===== src/rtl/wallace_pkg.sv =====
// Shared types and elaboration-time helpers for the pipelined Wallace-tree multiplier.
// Row counts assume N partial-product rows plus one Baugh-Wooley correction row.
package wallace_pkg;

    typedef struct packed {
        logic valid;
        logic sgn;
    } stage_vs_t;

    // Rows left after lvl levels of 3:2 compression, starting from rows0 rows.
    function automatic int wal_rows(input int rows0, input int lvl);
        int r;
        r = rows0;
        for (int k = 0; k < lvl; k++) begin
            r = 2 * (r / 3) + r % 3;
        end
        return r;
    endfunction

    // Number of carry-save levels needed to reduce the N+1 row matrix to two rows.
    function automatic int wal_levels(input int n);
        int r;
        int l;
        r = n + 1;
        l = 0;
        while (r > 2) begin
            r = 2 * (r / 3) + r % 3;
            l++;
        end
        return l;
    endfunction

    // Baugh-Wooley correction: 2^N + 2^(2N-1), modulo 2^(2N).
    function automatic logic [31:0] bw_const(input int n);
        logic [31:0] c;
        c = '0;
        c[n] = 1'b1;
        c[2*n-1] = 1'b1;
        return c;
    endfunction

endpackage


===== src/rtl/wallace_cells.sv =====
// Full-adder cell used by the carry-save rows.
module FA (
    input  logic a,
    input  logic b,
    input  logic ci,
    output logic s,
    output logic co
);
    assign s  = a ^ b ^ ci;
    assign co = (a & b) | (a & ci) | (b & ci);
endmodule


===== src/rtl/wallace_mult_pipe_csa_row.sv =====
// One 3:2 carry-save row of full adders; carries come out already shifted up one bit.
// The top bit keeps only its sum: its carry would fall beyond the 2N-bit result.
module csa_row #(
    parameter int W = 16
) (
    input  logic [W-1:0] x,
    input  logic [W-1:0] y,
    input  logic [W-1:0] z,
    output logic [W-1:0] s,
    output logic [W-1:0] c
);
    logic [W-2:0] w_co;
    logic [W-2:0] w_s;

    for (genvar k = 0; k < W - 1; k++) begin : g_fa
        FA u_fa (
            .a (x[k]),
            .b (y[k]),
            .ci(z[k]),
            .s (w_s[k]),
            .co(w_co[k])
        );
    end

    assign s = {x[W-1] ^ y[W-1] ^ z[W-1], w_s};
    assign c = {w_co, 1'b0};
endmodule


===== src/rtl/wallace_mult_pipe.sv =====
// Three-stage valid/ready multiplier: S1 partial products, S2 Wallace reduction, S3 final add.
// Signed mode uses Baugh-Wooley so both modes share one unsigned reduction tree.
module wallace_mult_pipe
    import wallace_pkg::*;
#(
    parameter int N    = 8,
    parameter int TAGW = 4
) (
    input  logic            clk,
    input  logic            rst,
    input  logic            in_valid,
    output logic            in_ready,
    input  logic [N-1:0]    a,
    input  logic [N-1:0]    b,
    input  logic            sgn,
    input  logic [TAGW-1:0] in_tag,
    output logic            out_valid,
    input  logic            out_ready,
    output logic [2*N-1:0]  p,
    output logic [TAGW-1:0] out_tag,
    output logic            out_sgn
);
    localparam int W    = 2 * N;
    localparam int ROWS = N + 1;
    localparam int LV   = wal_levels(N);
    localparam logic [31:0]  BW32 = bw_const(N);
    localparam logic [W-1:0] BW   = BW32[W-1:0];

    stage_vs_t       r_s1_vs, r_s2_vs, r_s3_vs;
    logic [TAGW-1:0] r_s1_tag, r_s2_tag, r_s3_tag;
    logic [W-1:0]    r_s1_pp [ROWS];
    logic [W-1:0]    r_s2_sum, r_s2_cry;
    logic [W-1:0]    r_s3_p;

    logic            w_adv1, w_adv2, w_adv3;
    logic [W-1:0]    w_pp [ROWS];
    logic [W-1:0]    w_lvl [LV+1][ROWS];

    // A stage may load when it is empty or its contents move on this cycle.
    assign w_adv3   = !r_s3_vs.valid || out_ready;
    assign w_adv2   = !r_s2_vs.valid || w_adv3;
    assign w_adv1   = !r_s1_vs.valid || w_adv2;
    assign in_ready = w_adv1;

    assign out_valid = r_s3_vs.valid;
    assign out_sgn   = r_s3_vs.sgn;
    assign out_tag   = r_s3_tag;
    assign p         = r_s3_p;

    always_comb begin
        for (int i = 0; i < ROWS; i++) begin
            w_pp[i] = '0;
        end
        for (int i = 0; i < N; i++) begin
            for (int j = 0; j < N; j++) begin
                w_pp[i][i+j] = (a[j] & b[i]) ^ (sgn & ((i == N - 1) != (j == N - 1)));
            end
        end
        w_pp[N] = sgn ? BW : '0;
    end

    always_ff @(posedge clk) begin
        if (rst) begin
            r_s1_vs  <= '0;
            r_s1_tag <= '0;
            for (int i = 0; i < ROWS; i++) begin
                r_s1_pp[i] <= '0;
            end
        end else if (w_adv1) begin
            r_s1_vs.valid <= in_valid;
            r_s1_vs.sgn   <= sgn;
            r_s1_tag      <= in_tag;
            for (int i = 0; i < ROWS; i++) begin
                r_s1_pp[i] <= w_pp[i];
            end
        end
    end

    for (genvar i = 0; i < ROWS; i++) begin : g_lvl0
        assign w_lvl[0][i] = r_s1_pp[i];
    end

    for (genvar l = 0; l < LV; l++) begin : g_lvl
        localparam int RIN = wal_rows(ROWS, l);
        localparam int NG  = RIN / 3;
        localparam int NR  = RIN % 3;
        localparam int RNX = 2 * NG + NR;

        for (genvar g = 0; g < NG; g++) begin : g_grp
            csa_row #(.W(W)) u_csa (
                .x(w_lvl[l][3*g]),
                .y(w_lvl[l][3*g+1]),
                .z(w_lvl[l][3*g+2]),
                .s(w_lvl[l+1][2*g]),
                .c(w_lvl[l+1][2*g+1])
            );
        end
        for (genvar r = 0; r < NR; r++) begin : g_pass
            assign w_lvl[l+1][2*NG+r] = w_lvl[l][3*NG+r];
        end
        for (genvar z = RNX; z < ROWS; z++) begin : g_zero
            assign w_lvl[l+1][z] = '0;
        end
    end

    always_ff @(posedge clk) begin
        if (rst) begin
            r_s2_vs  <= '0;
            r_s2_tag <= '0;
            r_s2_sum <= '0;
            r_s2_cry <= '0;
        end else if (w_adv2) begin
            r_s2_vs  <= r_s1_vs;
            r_s2_tag <= r_s1_tag;
            r_s2_sum <= w_lvl[LV][0];
            r_s2_cry <= w_lvl[LV][1];
        end
    end

    always_ff @(posedge clk) begin
        if (rst) begin
            r_s3_vs  <= '0;
            r_s3_tag <= '0;
            r_s3_p   <= '0;
        end else if (w_adv3) begin
            r_s3_vs  <= r_s2_vs;
            r_s3_tag <= r_s2_tag;
            r_s3_p   <= r_s2_sum + r_s2_cry;
        end
    end

endmodule

===== config.mk =====
export PLATFORM = sky130hd
export DESIGN_NAME = wallace_mult_pipe
export DESIGN_NICKNAME = d
export VERILOG_FILES = /design/src/rtl/wallace_pkg.sv /design/src/rtl/wallace_cells.sv /design/src/rtl/wallace_mult_pipe_csa_row.sv /design/src/rtl/wallace_mult_pipe.sv
export SDC_FILE = /design/constraint.sdc
export NUM_CORES = 1
export LEC_CHECK = 0
export CAP_MARGIN = 20
export CORE_MARGIN = 5
export CORE_UTILIZATION = 59
export DETAILED_ROUTE_END_ITERATION = 10
export HOLD_SLACK_MARGIN = 0.12
export PLACE_DENSITY = 0.8
export SLEW_MARGIN = 30
export SYNTH_ARGS = -nofsm -noshare
export SYNTH_HDL_FRONTEND = slang
export SYNTH_SLANG_ARGS = --single-unit

===== constraint.sdc =====
create_clock -name clk -period 4.23 [get_ports clk]
set_clock_uncertainty 0.2 [all_clocks]
set_input_delay 0.846 -clock clk [delete_from_list [all_inputs] [get_ports clk]]
set_output_delay 0.846 -clock clk [all_outputs]
set_load 0.01 [all_outputs]

==> results.yml, run 1 <==
outcome:
  outcome: "finished clean"
placed_design:
  routabilityCongestion: 0.823
  placedCellCount: 784
  portBuffers: 47
  placed_area_um2: 6980
  post-dp-hpwl_um: 8670
detailed_routing:
  drt_iter0_markers: 354
  first_pass_iters: 5
  detailroute.via_count: 4497
  drc: 0
  ant_nets: 0
  via_per_inst: 5.51
  wirelength_um: 13300
  route.detailed.wl_per_inst_um: 16.3
yosys:
  synthCells: 622
  async_flop_share_pct: 0
  synth_edf_count: 65
  syn_nets: 719
  synth_area_leader_cell: "edfxtp_1"
  synth_cell_types: 39
  synth_area_leaders: "edfxtp_1 (30%), dfxtp_1 (19%), fa_1 (12%)"
  syn_area_um2: 6410
  seq_area_frac_synth_pct: 49.5
  syn_area_per_cell_um2: 10.3
  netlist.area_leader.share_pct: 30.5
  ys_ff_latch: 126
  ys.flop_type: "edfxtp_1"
  synth_warnings: 0
sta:
  fin_setup_tns_ns: 0
  finalHoldViolCount: 0
  worst_slew_pin_slew_ns: 0.934
  setup_viol: 0
  report.final.slew_viol_count: 0
  relSlewSlack_pct: 37.5
  fin_crit_sh_pct: 84.7
  fmaxAchievable_ghz: 0.279
  period_minus_slack_ns: 3.58
  rsz0062_at_grt: "false"
  finalHoldWorstSlack_ns: 0.248
power:
  ir_drop_mv: 0.321
  intPower_mw: 2.46
  p_leak_nw: 3.40
  powerDensity_nw_per_um2: 443
  report.power.total_mw: 3.35
  p_comb_share_pct: 15.9
  p_seq_share_pct: 42.8
  clockPowerShare_pct: 41.4
  swShare_pct: 26.4
  p_switching_uw: 883
die:
  die_x_um: 114
  die_h_um: 114
  pin_count: 48
  fp-row-count: 38
  coreArea_um2: 10700
  start_util_pct: 59.6
  dieArea_um2: 13000
clock_tree:
  cts_resized: 0
  cts-root-buf: "clkbuf_8"
  htreeDepth: 4
  clk_path_buf_depth: 2
  cts.sinks: 126
  cts-buffers-inserted: 17
  cts_hold_repair.buffers: 0
  post-cts-setup-buffer-count: 0
  clk-insertion-delay-late_ns: 0.52
  cts.clk_slew.worst_paths_ns: 0.06
  tritoncts: "built"
flow_run:
  maxCapViolations: 0
global_route:
  overflow: 0
  grt_pass1_vias: 4616
  track_usage_pct: 21.9
  grt_max_degree: 66
  antenna_found_initial: 0
  grt_pass1_wl_um: 22400
worst_setup_path:
  worstPathMaxFanout: 9
  critPathCaptureType: "output pin"
  worstPathArrival_ns: 2.54
  required_ns: 3.18
  critPathKind: "in -> out"
  startpoint_type: "input pin"
  rrSetupSlack_ns: 1.10
min_path:
  holdCritPathClass: "reg -> reg"
layout:
  diodes: 0
  syn_to_final_growth_pct: 17.9
  final_area_um2: 7550
  finalNonFillerCells: 816
  layout-drive-gt1-share_pct: 6.66
  final_nets: 760
layer usage:
metal | global-route usage, % | part of all wire, %
met1 | 27.1 | 42
met2 | 37.5 | 51
met3 | 5.97 | 5.3
met4 | 7.05 | 1.6
met5 | 0 | 0
cells in the mapped netlist, types with 3 or more instances:
| master | instances |
|---|---|
| a21oi_1 | 54 |
| inv_1 | 70 |
| a211oi_1 | 6 |
| xor2_1 | 15 |
| o21ai_0 | 10 |
| nand2_1 | 118 |
| nor3_1 | 4 |
| clkbuf_1 | 22 |
| buf_1 | 6 |
| dfxtp_1 | 61 |
| fa_1 | 39 |
| ha_1 | 33 |
| edfxtp_1 | 65 |
| nand3_1 | 3 |
| and3_1 | 51 |
| nor2_1 | 33 |
kinds of logic after synthesis:
logic type	synth area share, %
simple gates	16.3
xor+xnor	2.32
compound gates	6.99
buf+inv	5.90
mux	0.313
flops	49.5
fa+ha+maj	18.6
area by class of cell:
cell class	count	area, µm²
Clock buffer	22	468
Tap cell	140	175
Fill cell	784	3200
Multi-Input combinational cell	396	2870
Sequential cell	126	3170
Timing Repair Buffer	52	503
Clock inverter	10	103
Inverter	70	263
state kept, by name, indices dropped and copies added, names as in the netlist:
register   cells
out_sgn        1
out_tag        4
out_valid      1
p             16
r_s1_pp       65
r_s1_tag       4
r_s1_vs        2
r_s2_cry      11
r_s2_sum      16
r_s2_tag       4
r_s2_vs        2
worst max-delay path: stages:
cell	delay [ns]
clkdlybuf4s50_1	0.43
nor2b_2	0.15
and3_1	0.40
inv_1	0.19
clkdlybuf4s50_1	0.52
stage by stage:
step | utilization [%] | setup slack, ns
CTS | 70.2 | 0.647
global placement | 64.9 | 0.704
finish | 70.3 | 0.646
floorplan | - | 0.883
detailed placement | 64.9 | 0.693
global route | 70.3 | 0.535
layout by cell type (no fill, tap or decap), types with 3 or more instances in the layout:
master             n
and3_1            51
fa_1              39
edfxtp_1          65
a21oi_1           54
o21ai_0           10
clkdlybuf4s50_1   46
ha_1              33
nand2_1          116
dfxtp_1           61
a211oi_1           6
nand3_1            3
xor2_1            15
clkbuf_2           3
buf_4              5
nor3_1             4
nor2_1            32
clkbuf_16         17
clkinv_4           5
inv_1             70
final timing paths:
check / startpoint / endpoint / cells after the start
worst max-delay path: out_ready / in_ready / 5
worst min-delay path: out_sgn / out_sgn / 2
worst max register to register: r_s1_pp[0][56] / r_s2_sum[8] / 8
worst min register to register: out_sgn / out_sgn / 2
power groups by stage:
stage	registers, mW	clock network (mW)	logic, mW
2_1_floorplan	1.45	0	0.337
5_1_grt	1.44	1.46	0.611
4_1_cts	1.43	1.40	0.536
3_3_place_gp	1.45	0	0.505
3_5_place_dp	1.46	0	0.518
6_report	1.43	1.38	0.531
Power figures use the tool's default switching activity.
==> run 2, diff against run 1 <==
--- a/config.mk
+++ b/config.mk
@@ -7,10 +7,10 @@
 export LEC_CHECK = 0
 export CAP_MARGIN = 20
 export CORE_MARGIN = 5
-export CORE_UTILIZATION = 59
+export CORE_UTILIZATION = 53
 export DETAILED_ROUTE_END_ITERATION = 10
 export HOLD_SLACK_MARGIN = 0.12
-export PLACE_DENSITY = 0.8
+export PLACE_DENSITY = 0.76
 export SLEW_MARGIN = 30
 export SYNTH_ARGS = -nofsm -noshare
 export SYNTH_HDL_FRONTEND = slang
==> constraint.sdc (replaced) <==
create_clock -name clk -period 2.9 [get_ports clk]
set_clock_uncertainty 0.2 [all_clocks]
set_input_delay 0.58 -clock clk [delete_from_list [all_inputs] [get_ports clk]]
set_output_delay 0.58 -clock clk [all_outputs]
set_load 0.01 [all_outputs]
==> run 2 against run 1 <==
Net effect: the run now ends with setup timing left; first-iteration DRC count is 41% lower; sequential power is 46% higher; clock power is 48% higher; combinational power is 49% higher; highest routed layer unchanged; sequential cell count stayed put; power is 47% higher; utilization is 6.1 points lower; design area is 1.2% higher; via count is 0.58% higher; worst setup slack worse by 0.74 ns; critical path type is now reg -> reg.
==> results.yml, run 2 (synthesis results as in run 1) <==
placed_design:
  routabilityCongestion: 0.870
  placed_area_um2: 7050
  placedCellCount: 798
  portBuffers: 47
  post-dp-hpwl_um: 9070
die:
  fp-row-count: 40
  die_h_um: 120
  start_util_pct: 53.8
  pin_count: 48
  coreArea_um2: 11900
  die_x_um: 120
  dieArea_um2: 14400
sta:
  fin_ws_ns: -0.0956
  period_minus_slack_ns: 3.00
  fin_crit_sh_pct: 103
  finalHoldViolCount: 0
  worst_slew_pin_slew_ns: 0.654
  report.final.slew_viol_count: 0
  relSlewSlack_pct: 56.4
  fin_setup_tns_ns: -0.225
  fmaxAchievable_ghz: 0.334
  rsz0062_at_grt: "true"
  setup_viol: 4
power:
  report.power.total_mw: 4.92
  powerDensity_nw_per_um2: 644
  intPower_mw: 3.66
  p_switching_mw: 1.26
  p_leak_nw: 3.43
  swShare_pct: 25.6
  p_seq_share_pct: 42.5
  p_comb_share_pct: 16.1
  ir_drop_mv: 0.404
  clockPowerShare_pct: 41.5
worst_setup_path:
  critPathKind: "reg -> reg"
  startpoint_type: "flip-flop"
  critPathCaptureType: "flip-flop"
  worstPathMaxFanout: 1
  worstPathArrival_ns: 3.13
  cp-startpoint: "r_s1_pp[0][120]"
  reg2reg_from: "r_s1_pp[0][120]"
  required_ns: 3.03
min_path:
  holdCritPathClass: "reg -> reg"
  min_from: "r_s2_tag[2]"
clock_tree:
  htreeDepth: 4
  cts-buffers-inserted: 17
  clk_path_buf_depth: 2
  cts.sinks: 126
  cts.clk_slew.worst_paths_ns: 0.06
  cts-root-buf: "clkbuf_16"
  clk-insertion-delay-late_ns: 0.41
  tritoncts: "built"
outcome:
  violations: "setup timing"
  outcome: "complete, but fails checks"
detailed_routing:
  wirelength_um: 13700
  drt_iter0_markers: 210
  drc: 0
  route.detailed.wl_per_inst_um: 16.5
  via_per_inst: 5.45
  ant_nets: 0
  first_pass_iters: 4
  detailroute.via_count: 4523
layout:
  syn_to_final_growth_pct: 19.3
  final_area_um2: 7640
  final_nets: 767
  largest_register_ffs: 65
  final_common_cell: "nand2_1"
  final_cell_mix: "nand2_1 (117), inv_1 (65), edfxtp_1 (65)"
  diodes: 0
  top_register: "r_s1_pp"
  layout-drive-gt1-share_pct: 8.64
  finalNonFillerCells: 830
global_route:
  antenna_found_initial: 0
  track_usage_pct: 20.0
  grt_max_degree: 66
  grt_pass1_wl_um: 22800
  grt_pass1_vias: 4670
  overflow: 0
flow_run:
  maxCapViolations: 0
run 2: cell count changes in the layout (fill, tap and decap cells not counted), moves of 3 or more:
cell      delta
clkbuf_2     -3
inv_2        +5
inv_1        -5
clkinv_4     -4
buf_4        +6
run 2: timing repair:
item / CTS / global route
hold buffers: 0 / 0
gates resized for setup: 3 / 6
endpoints found under the hold margin: 0 / 0
endpoints found under the setup margin: 7 / 9
pin swaps: 10 / 6
setup buffers: 0 / 0
run 2: routing by layer:
layer  global-route usage [%]  vias to the layer above  wire [µm]
li1                         -                     2163          -
met1                     24.7                     2191       5740
met2                     34.5                      143       7010
met3                     4.85                       26        682
met4                     6.37                        0        267
met5                        0                        -          0
run 2: layout make-up:
cell class,count,area [µm²]
fillers,938,4270
flip-flops and latches,126,3170
clock buffers,23,497
clock inverters,9,80.1
well taps,147,184
repair buffers,59,568
inverters,70,263
multi-input cells,396,2880
run 2: power groups by stage:
stage	combinational [mW]	clock (mW)	sequential (mW)
CTS	0.788	2.08	2.09
finish	0.790	2.04	2.09
floorplan	0.489	0	2.12
global placement	0.737	0	2.12
global route	0.891	2.16	2.11
detailed placement	0.768	0	2.13
run 2: worst paths after layout:
check | end | slack (ns) | cells past startpoint
worst min-delay path | r_s2_tag[2] | 0.25 | 2
worst max register to register | r_s2_sum[8] | -0.1 | 8
worst max-delay path | r_s2_sum[8] | -0.1 | 8
worst min register to register | r_s2_tag[2] | 0.25 | 2
run 2: stage by stage:
stage          util (%)  hold slack, ns  worst slack (ns)
2_1_floorplan         -           0.232          0.000361
3_3_place_gp       59.2           0.241           -0.0377
3_5_place_dp       59.2           0.246            -0.131
4_1_cts            64.1           0.253            -0.111
5_1_grt            64.1           0.271            -0.196
6_report           64.1           0.251           -0.0956
run 2: worst max-delay path, cell delays in order, from the launching register on:
cell and delay [ns]:
edfxtp_1 0.40, fa_1 0.58, inv_2 0.05, fa_1 0.46, fa_1 0.54, inv_1 0.05
fa_1 0.48, nand2_1 0.06, a21oi_1 0.12
